<file path="src/rtl/ppu_pkg.sv">
`default_nettype none
// ============================================================================
//  Module   : ppu_pkg
//  Purpose  : Shared constants, state encoding and slot record for sprite eval
//  Revision : 1.0
// ============================================================================
package ppu_pkg;

  localparam logic [1:0] OAM_Y    = 2'd0;
  localparam logic [1:0] OAM_TILE = 2'd1;
  localparam logic [1:0] OAM_ATTR = 2'd2;
  localparam logic [1:0] OAM_X    = 2'd3;

  localparam int         ATTR_VFLIP = 7;
  localparam int         SPR_HEIGHT = 8;
  localparam int         MAX_SPR    = 8;
  localparam logic [7:0] EMPTY_XPOS = 8'hFF;

  typedef enum logic [2:0] {
    IDLE      = 3'd0,
    EVAL_Y    = 3'd1,
    EVAL_COPY = 3'd2,
    FETCH_P0  = 3'd3,
    FETCH_P1  = 3'd4,
    LOAD      = 3'd5,
    DONE      = 3'd6
  } state_e;

  typedef struct packed {
    logic [2:0] row;
    logic [7:0] tile;
    logic [7:0] attr;
    logic [7:0] xpos;
  } slot_t;

  // Vertical flip of a 3-bit row is its bitwise complement (7 - row).
  function automatic logic [2:0] eff_row(input slot_t s);
    return s.attr[ATTR_VFLIP] ? ~s.row : s.row;
  endfunction

endpackage
`default_nettype wire

</file>
<file path="src/rtl/ppu_sprite_eval_if.sv">
`default_nettype none
// ============================================================================
//  Module   : ppu_sprite_eval_if
//  Purpose  : OAM / pattern memory and sprite-slot delivery bus of the engine
//  Revision : 1.0
// ============================================================================
interface ppu_sprite_eval_if;
  logic        start;
  logic [7:0]  scanline;
  logic        pattern_sel;
  logic [7:0]  oam_addr;
  logic [7:0]  oam_data;
  logic [12:0] pat_addr;
  logic [7:0]  pat_data;
  logic        sprite_load;
  logic [2:0]  sprite_num;
  logic [7:0]  sprite_xpos;
  logic [7:0]  sprite_attr;
  logic [7:0]  sprite_line0;
  logic [7:0]  sprite_line1;
  logic        sprite0_on_line;
  logic        overflow;
  logic        busy;
  logic        done;

  modport master (
    input  start, scanline, pattern_sel, oam_data, pat_data,
    output oam_addr, pat_addr, sprite_load, sprite_num, sprite_xpos,
           sprite_attr, sprite_line0, sprite_line1, sprite0_on_line,
           overflow, busy, done
  );

  modport slave (
    output start, scanline, pattern_sel, oam_data, pat_data,
    input  oam_addr, pat_addr, sprite_load, sprite_num, sprite_xpos,
           sprite_attr, sprite_line0, sprite_line1, sprite0_on_line,
           overflow, busy, done
  );
endinterface
`default_nettype wire

</file>
<file path="src/rtl/ppu_sprite_slot_buf.sv">
`default_nettype none
// ============================================================================
//  Module   : ppu_sprite_slot_buf
//  Purpose  : Secondary-OAM register file, one field written per access
//  Revision : 1.0
// ============================================================================
module ppu_sprite_slot_buf
  import ppu_pkg::*;
#(
  parameter int DEPTH = 8
) (
  input  wire                       clk_100mhz,
  input  wire                       rst_n,
  input  wire                       i_clr,
  input  wire                       i_wr_en,
  input  wire [$clog2(DEPTH)-1:0]   i_wr_idx,
  input  wire [1:0]                 i_wr_field,
  input  wire [7:0]                 i_wr_data,
  input  wire [$clog2(DEPTH)-1:0]   i_rd_idx,
  output slot_t                     o_rd_slot
);

  slot_t r_mem [DEPTH];

  // Field select reuses the OAM byte offset; the Y slot holds the row.
  always_ff @(posedge clk_100mhz) begin
    if (!rst_n || i_clr) begin
      for (int i = 0; i < DEPTH; i++) r_mem[i] <= '0;
    end else if (i_wr_en) begin
      case (i_wr_field)
        OAM_Y:    r_mem[i_wr_idx].row  <= i_wr_data[2:0];
        OAM_TILE: r_mem[i_wr_idx].tile <= i_wr_data;
        OAM_ATTR: r_mem[i_wr_idx].attr <= i_wr_data;
        default:  r_mem[i_wr_idx].xpos <= i_wr_data;
      endcase
    end
  end

  assign o_rd_slot = r_mem[i_rd_idx];

endmodule
`default_nettype wire

</file>
<file path="src/rtl/ppu_sprite_eval.sv">
`default_nettype none
// ============================================================================
//  Module   : ppu_sprite_eval
//  Purpose  : Per-scanline sprite selection from OAM and pattern byte fetch
//  Revision : 1.0
// ============================================================================
module ppu_sprite_eval
  import ppu_pkg::*;
#(
  parameter int NUM_OAM    = 64,
  parameter int MAX_SPR    = 8,
  parameter int SPR_HEIGHT = 8
) (
  input  wire               clk_100mhz,
  input  wire               rst_n,
  ppu_sprite_eval_if.master bus
);

  localparam int                c_NW        = $clog2(NUM_OAM);
  localparam logic [7:0]        c_SPR_H     = 8'(SPR_HEIGHT);
  localparam logic [3:0]        c_MAX       = 4'(MAX_SPR);
  localparam logic [2:0]        c_LAST_SLOT = 3'(MAX_SPR - 1);
  localparam logic [c_NW-1:0]   c_LAST_N    = c_NW'(NUM_OAM - 1);

  state_e          r_state, w_state_nxt;
  logic            r_phase, w_phase_nxt;
  logic [c_NW-1:0] r_n, w_n_nxt;
  logic [1:0]      r_off, w_off_nxt;
  logic [3:0]      r_found, w_found_nxt;
  logic [2:0]      r_slot, w_slot_nxt;
  logic [7:0]      r_line0, w_line0_nxt;
  logic            r_s0, w_s0_nxt, r_ovf, w_ovf_nxt;
  logic [2:0]      r_num;
  logic [7:0]      r_xpos, r_attr, r_l0, r_l1;

  logic            w_clr, w_wr_en, w_goto_slot, w_ld_en;
  logic [7:0]      w_wr_data;
  logic [2:0]      w_ld_num;
  logic [7:0]      w_ld_xpos, w_ld_attr, w_ld_l0, w_ld_l1;
  logic [7:0]      w_row;
  logic            w_hit, w_last;
  slot_t           w_rd_slot;

  assign w_row  = bus.scanline - bus.oam_data;
  assign w_hit  = (w_row < c_SPR_H);
  assign w_last = (r_n == c_LAST_N);

  ppu_sprite_slot_buf #(.DEPTH(MAX_SPR)) u_slot_buf (
    .clk_100mhz (clk_100mhz),
    .rst_n      (rst_n),
    .i_clr      (w_clr),
    .i_wr_en    (w_wr_en),
    .i_wr_idx   (r_found[2:0]),
    .i_wr_field (r_off),
    .i_wr_data  (w_wr_data),
    .i_rd_idx   (r_slot),
    .o_rd_slot  (w_rd_slot)
  );

  always_ff @(posedge clk_100mhz) begin
    if (!rst_n) begin
      r_state <= IDLE;
      r_phase <= 1'b0;
      r_n     <= '0;
      r_off   <= OAM_Y;
      r_found <= '0;
      r_slot  <= '0;
      r_line0 <= '0;
      r_s0    <= 1'b0;
      r_ovf   <= 1'b0;
      r_num   <= '0;
      r_xpos  <= '0;
      r_attr  <= '0;
      r_l0    <= '0;
      r_l1    <= '0;
    end else begin
      r_state <= w_state_nxt;
      r_phase <= w_phase_nxt;
      r_n     <= w_n_nxt;
      r_off   <= w_off_nxt;
      r_found <= w_found_nxt;
      r_slot  <= w_slot_nxt;
      r_line0 <= w_line0_nxt;
      r_s0    <= w_s0_nxt;
      r_ovf   <= w_ovf_nxt;
      if (w_ld_en) begin
        r_num  <= w_ld_num;
        r_xpos <= w_ld_xpos;
        r_attr <= w_ld_attr;
        r_l0   <= w_ld_l0;
        r_l1   <= w_ld_l1;
      end
    end
  end

  // Each byte read is an address phase (r_phase=0) then a data phase; the
  // start cycle itself serves as the address phase of entry 0's Y byte.
  always_comb begin
    w_state_nxt = r_state;
    w_phase_nxt = r_phase;
    w_n_nxt     = r_n;
    w_off_nxt   = r_off;
    w_found_nxt = r_found;
    w_slot_nxt  = r_slot;
    w_line0_nxt = r_line0;
    w_s0_nxt    = r_s0;
    w_ovf_nxt   = r_ovf;
    w_clr       = 1'b0;
    w_wr_en     = 1'b0;
    w_wr_data   = (r_off == OAM_Y) ? w_row : bus.oam_data;
    w_goto_slot = 1'b0;
    w_ld_en     = 1'b0;
    w_ld_num    = r_slot;
    w_ld_xpos   = w_rd_slot.xpos;
    w_ld_attr   = w_rd_slot.attr;
    w_ld_l0     = r_line0;
    w_ld_l1     = bus.pat_data;

    case (r_state)
      IDLE: begin
        if (bus.start) begin
          w_clr       = 1'b1;
          w_found_nxt = '0;
          w_s0_nxt    = 1'b0;
          w_ovf_nxt   = 1'b0;
          w_n_nxt     = '0;
          w_off_nxt   = OAM_Y;
          w_phase_nxt = 1'b1;
          w_state_nxt = EVAL_Y;
        end
      end
      EVAL_Y: begin
        w_phase_nxt = ~r_phase;
        if (r_phase) begin
          if (w_hit && (r_found == c_MAX)) begin
            w_ovf_nxt   = 1'b1;
            w_goto_slot = 1'b1;
            w_slot_nxt  = '0;
          end else if (w_hit) begin
            w_wr_en     = 1'b1;
            w_off_nxt   = OAM_TILE;
            w_state_nxt = EVAL_COPY;
            if (r_n == '0) w_s0_nxt = 1'b1;
          end else if (w_last) begin
            w_goto_slot = 1'b1;
            w_slot_nxt  = '0;
          end else begin
            w_n_nxt = r_n + c_NW'(1);
          end
        end
      end
      EVAL_COPY: begin
        w_phase_nxt = ~r_phase;
        if (r_phase) begin
          w_wr_en = 1'b1;
          if (r_off == OAM_X) begin
            w_found_nxt = r_found + 4'd1;
            w_off_nxt   = OAM_Y;
            if (w_last) begin
              w_goto_slot = 1'b1;
              w_slot_nxt  = '0;
            end else begin
              w_n_nxt     = r_n + c_NW'(1);
              w_state_nxt = EVAL_Y;
            end
          end else begin
            w_off_nxt = r_off + 2'd1;
          end
        end
      end
      FETCH_P0: begin
        w_phase_nxt = ~r_phase;
        if (r_phase) begin
          w_line0_nxt = bus.pat_data;
          w_state_nxt = FETCH_P1;
        end
      end
      FETCH_P1: begin
        w_phase_nxt = ~r_phase;
        if (r_phase) begin
          w_ld_en     = 1'b1;
          w_state_nxt = LOAD;
        end
      end
      LOAD: begin
        if (r_slot == c_LAST_SLOT) begin
          w_state_nxt = DONE;
        end else begin
          w_goto_slot = 1'b1;
          w_slot_nxt  = r_slot + 3'd1;
        end
      end
      DONE:    w_state_nxt = IDLE;
      default: w_state_nxt = IDLE;
    endcase

    // Empty slots skip the fetch and load blank data to flush stale sprites.
    if (w_goto_slot) begin
      w_phase_nxt = 1'b0;
      if ({1'b0, w_slot_nxt} < w_found_nxt) begin
        w_state_nxt = FETCH_P0;
      end else begin
        w_state_nxt = LOAD;
        w_ld_en     = 1'b1;
        w_ld_num    = w_slot_nxt;
        w_ld_xpos   = EMPTY_XPOS;
        w_ld_attr   = 8'h00;
        w_ld_l0     = 8'h00;
        w_ld_l1     = 8'h00;
      end
    end
  end

  assign bus.oam_addr = ((r_state == EVAL_Y) || (r_state == EVAL_COPY)) ?
                        8'({r_n, r_off}) : 8'h00;
  assign bus.pat_addr = ((r_state == FETCH_P0) || (r_state == FETCH_P1)) ?
                        {bus.pattern_sel, w_rd_slot.tile, (r_state == FETCH_P1),
                         eff_row(w_rd_slot)} : 13'h0000;

  assign bus.sprite_load     = (r_state == LOAD);
  assign bus.sprite_num      = r_num;
  assign bus.sprite_xpos     = r_xpos;
  assign bus.sprite_attr     = r_attr;
  assign bus.sprite_line0    = r_l0;
  assign bus.sprite_line1    = r_l1;
  assign bus.sprite0_on_line = r_s0;
  assign bus.overflow        = r_ovf;
  assign bus.busy            = (r_state != IDLE);
  assign bus.done            = (r_state == DONE);

endmodule
`default_nettype wire

</file>
<file path="src/flat_wrapper.sv">
// flat-port wrapper written by rule: the top's interface ports become plain ports
module ppu_sprite_eval_flat import ppu_pkg::*;
#(
  parameter int NUM_OAM    = 64,
  parameter int MAX_SPR    = 8,
  parameter int SPR_HEIGHT = 8
)
  (clk_100mhz, rst_n, bus_start, bus_scanline, bus_pattern_sel, bus_oam_data, bus_pat_data, bus_oam_addr, bus_pat_addr, bus_sprite_load, bus_sprite_num, bus_sprite_xpos, bus_sprite_attr, bus_sprite_line0, bus_sprite_line1, bus_sprite0_on_line, bus_overflow, bus_busy, bus_done);
  ppu_sprite_eval_if bus_i ();
  input  wire clk_100mhz;
  input  wire rst_n;
  input wire logic [$bits(bus_i.start)-1:0] bus_start;
  input wire logic [$bits(bus_i.scanline)-1:0] bus_scanline;
  input wire logic [$bits(bus_i.pattern_sel)-1:0] bus_pattern_sel;
  input wire logic [$bits(bus_i.oam_data)-1:0] bus_oam_data;
  input wire logic [$bits(bus_i.pat_data)-1:0] bus_pat_data;
  output wire logic [$bits(bus_i.oam_addr)-1:0] bus_oam_addr;
  output wire logic [$bits(bus_i.pat_addr)-1:0] bus_pat_addr;
  output wire logic [$bits(bus_i.sprite_load)-1:0] bus_sprite_load;
  output wire logic [$bits(bus_i.sprite_num)-1:0] bus_sprite_num;
  output wire logic [$bits(bus_i.sprite_xpos)-1:0] bus_sprite_xpos;
  output wire logic [$bits(bus_i.sprite_attr)-1:0] bus_sprite_attr;
  output wire logic [$bits(bus_i.sprite_line0)-1:0] bus_sprite_line0;
  output wire logic [$bits(bus_i.sprite_line1)-1:0] bus_sprite_line1;
  output wire logic [$bits(bus_i.sprite0_on_line)-1:0] bus_sprite0_on_line;
  output wire logic [$bits(bus_i.overflow)-1:0] bus_overflow;
  output wire logic [$bits(bus_i.busy)-1:0] bus_busy;
  output wire logic [$bits(bus_i.done)-1:0] bus_done;
  assign bus_i.start = bus_start;
  assign bus_i.scanline = bus_scanline;
  assign bus_i.pattern_sel = bus_pattern_sel;
  assign bus_i.oam_data = bus_oam_data;
  assign bus_i.pat_data = bus_pat_data;
  assign bus_oam_addr = bus_i.oam_addr;
  assign bus_pat_addr = bus_i.pat_addr;
  assign bus_sprite_load = bus_i.sprite_load;
  assign bus_sprite_num = bus_i.sprite_num;
  assign bus_sprite_xpos = bus_i.sprite_xpos;
  assign bus_sprite_attr = bus_i.sprite_attr;
  assign bus_sprite_line0 = bus_i.sprite_line0;
  assign bus_sprite_line1 = bus_i.sprite_line1;
  assign bus_sprite0_on_line = bus_i.sprite0_on_line;
  assign bus_overflow = bus_i.overflow;
  assign bus_busy = bus_i.busy;
  assign bus_done = bus_i.done;
  ppu_sprite_eval #(.NUM_OAM(NUM_OAM), .MAX_SPR(MAX_SPR), .SPR_HEIGHT(SPR_HEIGHT)) u_core (.clk_100mhz(clk_100mhz), .rst_n(rst_n), .bus(bus_i));
endmodule
</file>
<file path="config.mk">
export PLATFORM = sky130hd
export DESIGN_NAME = ppu_sprite_eval_flat
export DESIGN_NICKNAME = d
export VERILOG_FILES = /design/src/rtl/ppu_pkg.sv /design/src/rtl/ppu_sprite_eval_if.sv /design/src/rtl/ppu_sprite_slot_buf.sv /design/src/rtl/ppu_sprite_eval.sv /design/src/flat_wrapper.sv
export SDC_FILE = /design/constraint.sdc
export NUM_CORES = 1
export LEC_CHECK = 0
export BUFFER_PORTS_ARGS = -buffer_cell sky130_fd_sc_hd__buf_4
export CAP_MARGIN = 20
export CORE_MARGIN = 3
export CORE_UTILIZATION = 34
export DETAILED_ROUTE_END_ITERATION = 6
export GPL_ROUTABILITY_DRIVEN = 0
export GPL_TIMING_DRIVEN = 0
export PLACE_DENSITY = 0.55
export SYNTH_ARGS = -nofsm -noshare
export SYNTH_HDL_FRONTEND = slang
export SYNTH_SLANG_ARGS = --single-unit
</file>
<file path="constraint.sdc">
create_clock -name clk_100mhz -period 5.17 [get_ports clk_100mhz]
set_clock_uncertainty 0.1 [all_clocks]
set_input_delay 0.2585 -clock clk_100mhz [delete_from_list [all_inputs] [get_ports clk_100mhz]]
set_output_delay 0.2585 -clock clk_100mhz [all_outputs]
set_load 0.03 [all_outputs]
</file>
-- After elaboration in Yosys (flattened, before gate mapping)
Memories as Yosys holds them, arrays and structs flattened. A register that Yosys moved wholly into a read port is not among the register bits.
Index checks and enable logic that the tools add are counted.
- add/subtract/negate cells: 5
- $lt $le $gt $ge: 2
- mux-type cells: 105
- bitwise operators: 3
- reductions and logical operators: 23
- equality and inequality tests: 31
- operator list (operator ; number):
    8-bit 2-to-1 mux ; 10
    3-bit 2-to-1 mux ; 24
    1-bit 2-to-1 mux ; 42
    6-bit 2-to-1 mux ; 7
    27-bit 2-to-1 mux ; 1
    27-bit OR reduction ; 1
    3-bit by 1-bit inequality test with 1-bit output (second input constant) ; 7
    3-bit case mux with 6 select lines ; 1
    6-bit case mux with 3 select lines ; 1
    4-bit 2-to-1 mux ; 4
    13-bit 2-to-1 mux ; 1
    3-bit == test (second input constant) ; 4
    2-bit 2-to-1 mux ; 6
    2-bit by 1-bit inequality test with 1-bit output (second input constant) ; 6
    6-bit AND reduction ; 2
    10-bit AND reduction ; 1
    3-bit by 2-bit inequality test with 1-bit output (second input constant) ; 3
    3-bit case mux with 3 select lines ; 1
    8-bit by 4-bit less-than comparator with 1-bit output (second input constant) ; 1
    1-bit case mux with 2 select lines ; 4
    4-bit case mux with 2 select lines ; 1
    8-bit subtractor ; 1
    7-bit AND reduction ; 1
    6-bit by 1-bit adder with 6-bit output (second input constant) ; 1
    28 further kinds ; 38
- register bits after elaboration: 64
- memories: 1
- output and inout bits: 61
- logic and storage cells: 184
- input bits: 28
- RAM bits: 216
- memories (name ; words ; width ; read ports ; clocked after memory_dff ; wr ports ; RTL line ; RTL):
    u_core.u_slot_buf.r_mem ; 8 ; 27 ; 1 ; 1 ; 8 ; ppu_sprite_slot_buf.sv:23 ; slot_t r_mem [DEPTH];

-- Logic depth before layout (Yosys ltp)
- depth in word-level cells: 11
- gate-level depth with buffers: 21
- mapped depth without buffers: 19

-- Hierarchy
From an unflattened synthesis, not the netlist that was laid out.
- cell total of the unflattened synthesis: 1207
- area, all modules: 14296.2 µm²
- by module, submodules not included (module ; cells each ; area each (µm²) ; times used ; seq. area each (µm²)):
    ppu_sprite_slot_buf ; 725 ; 10620.2 ; 1 ; 6486.2
    ppu_sprite_eval ; 482 ; 3676.0 ; 1 ; 1281.2

-- Worst setup path before layout
No wires, ideal clock.
- path type: in2reg
- from: input bus_scanline[0]
- to: register u_core.r_l0[0] (netlist: u_core.bus.sprite_line0[0])
- stages on the path: 21
- buffers on the path: 2
- data arrival time: 4.016 ns
- slack: 0.922 ns
- cell sequence: inv_1 -> ha_1 -> inv_1 -> fa_1 -> a21o_1 -> a21o_1 -> or3_2 -> a222oi_1 -> buf_4 -> nand2_1 -> mux2i_1 -> o2111ai_1 -> nand2_1 -> ha_1 -> o21a_1 -> nor2_1 -> a311oi_1 -> nand3_2 -> nand2_1 -> clkbuf_1 -> a21oi_1
- longest elaborated chain between the ends: 9
- RTL lines (element ; RTL line ; RTL):
    start: declaration ; flat_wrapper.sv:13 ; input wire logic [$bits(bus_i.scanline)-1:0] bus_scanline;
    8-bit subtractor (*) ; ppu_sprite_eval.sv:44 ; assign w_row = bus.scanline - bus.oam_data;
    8-bit by 4-bit less-than comparator with 1-bit output (*) ; ppu_sprite_eval.sv:45 ; assign w_hit = (w_row < c_SPR_H);
    3-bit 2-to-1 mux or 1-bit logical AND (tied branches) ; ppu_sprite_eval.sv:139, ppu_sprite_eval.sv:135 ;
    3-bit 2-to-1 mux (*) ; ppu_sprite_eval.sv:135 ; if (w_hit && (r_found == c_MAX)) begin
    3-bit 2-to-1 mux (*) ; ppu_sprite_eval.sv:134 ; if (r_phase) begin
    3-bit case mux with 3 select lines (*) ; ppu_sprite_eval.sv:119 ; case (r_state)
    net u_core.w_slot_nxt[2] ; ppu_sprite_eval.sv:30 ; logic [2:0] r_slot, w_slot_nxt;
    3-bit by 4-bit less-than comparator with 1-bit output (*) ; ppu_sprite_eval.sv:200 ; if ({1'b0, w_slot_nxt} < w_found_nxt) begin
    8-bit 2-to-1 mux or 1-bit 2-to-1 mux (tied branches) ; ppu_sprite_eval.sv:200 ;
    8-bit 2-to-1 mux or 1-bit 2-to-1 mux (tied branches) ; ppu_sprite_eval.sv:198 ; if (w_goto_slot) begin
    end signal: assignment ; ppu_sprite_eval.sv:90 ; r_l0 <= w_ld_l0;
    end: declaration ; ppu_sprite_eval.sv:34 ; logic [7:0] r_xpos, r_attr, r_l0, r_l1;
The timed path passes the listed nets; every way through them passes the cells marked *.
A chain may end at the register's enable or synchronous reset.

-- Worst setup path in the final report
- from: input bus_scanline[0]
- to: register u_core.r_l1[4] (netlist: u_core.bus.sprite_line1[4])
- longest elaborated chain between the ends: 9
- RTL lines (element ; RTL line ; RTL):
    8-bit subtractor (*) ; ppu_sprite_eval.sv:44 ;
    8-bit by 4-bit less-than comparator with 1-bit output (*) ; ppu_sprite_eval.sv:45 ;
    3-bit 2-to-1 mux or 1-bit logical AND (tied branches) ; ppu_sprite_eval.sv:139, ppu_sprite_eval.sv:135 ;
    3-bit 2-to-1 mux (*) ; ppu_sprite_eval.sv:135 ;
    3-bit 2-to-1 mux (*) ; ppu_sprite_eval.sv:134 ;
    3-bit case mux with 3 select lines (*) ; ppu_sprite_eval.sv:119 ;
    net u_core.w_slot_nxt[2] ; ppu_sprite_eval.sv:30 ;
    3-bit by 4-bit less-than comparator with 1-bit output (*) ; ppu_sprite_eval.sv:200 ;
    8-bit 2-to-1 mux or 1-bit 2-to-1 mux (tied branches) ; ppu_sprite_eval.sv:200 ;
    8-bit 2-to-1 mux or 1-bit 2-to-1 mux (tied branches) ; ppu_sprite_eval.sv:198 ;
    end signal: assignment ; ppu_sprite_eval.sv:91 ; r_l1 <= w_ld_l1;
    end: declaration ; ppu_sprite_eval.sv:34 ;
Marked as above.

==> results.toml <==
[run_status]
status = "finished clean"

[timing]
drv_slew = 0
grt_setup_unrepaired = "no"
hold_viol = 0
setup_viol = 0
tightestPinTransition_ps = 1190
post-route-period-util_pct = 90.4
slew_headroom_pct = 20.7
hold_ws_ps = 62.9
fmax_ghz = 0.214
fin_crit_ps = 4670

[clock_tree]
path_clk_slew_ps = 60
cts_tree = "yes"
max-clock-path-buffers = 3
numClockSinks = 280
h-tree-depth = 1
insertion_delay_ps = 550
cts_buffers = 30
cts_setup_buffers = 0
cts-root-buf = "clkbuf_16"

[floorplanning]
dieWidth_um = 205
dieArea_mm2 = 0.0419
chipHeight_um = 205
num_io_pins = 89
row_count = 72
initial_core_util_pct = 34.6
core_area_mm2 = 0.0388

[grt]
grt_overflow_total = 0
grt_util_all_layers_pct = 19.7
grt_antenna_before_repair = 0
grt_pass1_wl_um = 62200
grt_max_degree = 15
grt_pass1_vias = 10100

[route]
vias = 10000
antenna_left = 0
wl_per_cell_um = 22.4
viasPerCell = 5.40
drt_iter0_markers = 981
wirelength_um = 41400
dr.pass1.iters = 7
route.detailed.drc = 0

[worst_setup_path]
setup.worst_path.class = "in -> reg"
critical_path_peak_fanout = 10
required_ps = 5480
cp-start-kind = "input pin"
endpoint_kind = "flop"
crit_arrival_ps = 4990

[run]
drv_cap = 0

[power]
leakage_nw = 5.46
power_density_mw_per_mm2 = 421
vdd_drop_max_mv = 0.202

[final_layout]
nNetsFinal = 1359
area_growth_syn_to_layout_pct = 19.0
antennaDiodeCount = 0
final_layout_size_suffix_gt1_share_pct = 19.4
postLayoutCoreUtil_pct = 41.1

[place]
portBuffers = 87
dpl.hpwl_um = 29900

[logic_synthesis]
synth_edf_count = 216
ys.warnings.count = 0
ys_ff_latch = 280
synth_fp_nets = 1209
syn_area_per_cell_um2 = 11.6
async_flop_share_pct = 0
synth_cell_types = 61
syn_area_mm2 = 0.0134
yosysSeqAreaShare_pct = 57.9
syn_inst = 1161
synthFlopType = "edfxtp_1"

[min_path]
hp-class = "in -> reg"
[routing by layer]
layer	track usage, %	up-vias	wire length [µm]
met5	0	-	0
met4	7.00	0	1450
met1	26.7	4926	17700
li1	-	4592	-
met2	32.4	402	19400
met3	2.56	89	2810
[flip-flops by register name (all words and copies together), names as in the netlist]
register                    cells
u_core.u_slot_buf.r_mem       216
u_core.bus.sprite_attr          8
u_core.bus.sprite_line0         8
u_core.bus.sprite_line1         8
u_core.bus.sprite_xpos          8
u_core.r_line0                  8
u_core.r_n                      6
u_core.r_found                  4
u_core.bus.sprite_num           3
u_core.r_slot                   3
u_core.r_state                  3
u_core.r_off                    2
u_core.bus.overflow             1
u_core.bus.sprite0_on_line      1
u_core.r_phase                  1
[cells in the mapped netlist, drive strengths merged (2+ instances only)]
cell type	instances	area share, %
o21ai	59	2.2
nand2	105	3.0
xor2	4	0.26
edfxtp	216	48
nor2b	3	0.14
a21oi	58	2.2
inv	24	0.67
nor2	129	3.6
or3	6	0.30
dfxtp	64	9.5
and2	9	0.42
o311a	2	0.15
a21o	10	0.63
nand2b	14	0.65
or2	2	0.093
a22o	2	0.13
clkbuf	76	2.1
mux4	54	9.1
nor4	2	0.093
a31oi	4	0.19
nand3	28	1.4
xnor2	9	0.59
nor3	149	5.7
ha	19	1.8
a311oi	3	0.20
a211oi	10	0.56
mux2i	33	2.5
o211ai	6	0.37
o21a	2	0.11
or4	5	0.28
and3	6	0.30
buf	29	1.3
o2111ai	3	0.20
[worst max-delay path, stage by stage]
cell       delay [ps]
buf_4             110
inv_1              40
ha_1              150
inv_1              50
fa_1              390
a21o_1            190
a21o_1            220
or3_2             460
a222oi_1          410
buf_4             250
nand2_1            90
mux2i_1           190
o2111ai_1         290
nand2_1           100
ha_1              300
o21a_1            110
nor2_1             40
a311oi_1          320
nand3_2           210
nand2_1           290
clkbuf_1          430
a21oi_1            80
[cell type report]
type | instances | area, µm²
inverter | 24 | 90.1
buffer | 105 | 454
fill | 3690 | 22900
clock buffer | 43 | 886
timing repair buffer | 118 | 902
multi-input combinational | 752 | 5110
tap | 518 | 648
clock inverter | 12 | 108
sequential | 280 | 7770
[what timing repair did]
action	in CTS	in global routing
endpoints found under the hold margin	16	0
resized for setup	0	0
hold buffers	8	0
endpoints found under the setup margin	0	0
[metrics by stage]
stage                     instances  total power [mW]  TNS, ps  setup slack, ps  instance area (µm²)
after floorplan                1161              3.97        0              922                13400
after global placement         1766              4.53    -2470             -152                14700
after detailed placement       1788              4.60        0             71.9                14900
after CTS                      1851              6.75        0              534                16000
after global routing           1852              6.98        0              151                16000
final                          1852              6.73        0              495                16000
[layout by cell type, fill, tap and decap left out, types with 5 or more instances in the layout]
| cell type | Yosys | routed |
|---|---|---|
| clkbuf_16 | 0 | 32 |
| o211ai_1 | 5 | 5 |
| nor3_1 | 145 | 145 |
| inv_1 | 24 | 24 |
| and2_1 | 9 | 9 |
| o21ai_1 | 2 | 18 |
| clkbuf_1 | 76 | 80 |
| mux2i_1 | 33 | 33 |
| nand2_1 | 103 | 103 |
| xnor2_1 | 9 | 9 |
| mux4_2 | 54 | 54 |
| o21ai_0 | 57 | 41 |
| a211oi_1 | 10 | 10 |
| buf_4 | 3 | 104 |
| dfxtp_1 | 64 | 64 |
| clkinv_1 | 0 | 5 |
| ha_1 | 19 | 19 |
| edfxtp_1 | 216 | 216 |
| buf_1 | 7 | 7 |
| buf_2 | 15 | 21 |
| nand3_1 | 19 | 19 |
| a21oi_1 | 58 | 58 |
| buf_6 | 4 | 7 |
| or4_1 | 5 | 5 |
| nand3_2 | 9 | 9 |
| dlygate4sd3_1 | 0 | 8 |
| nand2b_1 | 14 | 14 |
| a21o_1 | 7 | 7 |
| nor2_1 | 129 | 129 |
[cell families (layout without fill, tap and decap cells)]
kind of cell / after synthesis / after routing / synth area share (%)
and+or+nand+nor: 463 / 463 / 16.2
AOI/OAI and AO/OA: 168 / 168 / 7.45
DFF: 280 / 280 / 57.9
buffers and inverters: 129 / 302 / 4.06
adders and majority gates: 20 / 20 / 1.92
muxes: 88 / 88 / 11.6
xor gates and xnor gates: 13 / 13 / 0.848
[worst paths after layout]
path / end / slack, ps / from / cells after the start
hold reg to reg: u_core.bus.sprite_line1[7]$_SDFFE_PN0P_ / 350 / u_core.bus.sprite_line1[7]$_SDFFE_PN0P_ / 2
hold / removal: u_core.r_state[0]$_SDFFE_PN0P_ / 60 / rst_n / 2
setup / recovery: u_core.bus.sprite_line1[4]$_SDFFE_PN0P_ / 500 / bus_scanline[0] / 22
setup reg to reg: u_core.bus.sprite_line1[4]$_SDFFE_PN0P_ / 540 / u_core.r_slot[1]$_SDFF_PN0_ / 12
[where the power goes]
group | internal [mW] | switching [mW] | leakage [nW]
Clock | 1.28 | 0.885 | 0.497
Sequential | 2.84 | 0.112 | 2.84
Combinational | 0.545 | 1.06 | 2.12
Total | 4.67 | 2.06 | 5.46
(Power assumes the default switching activity.)
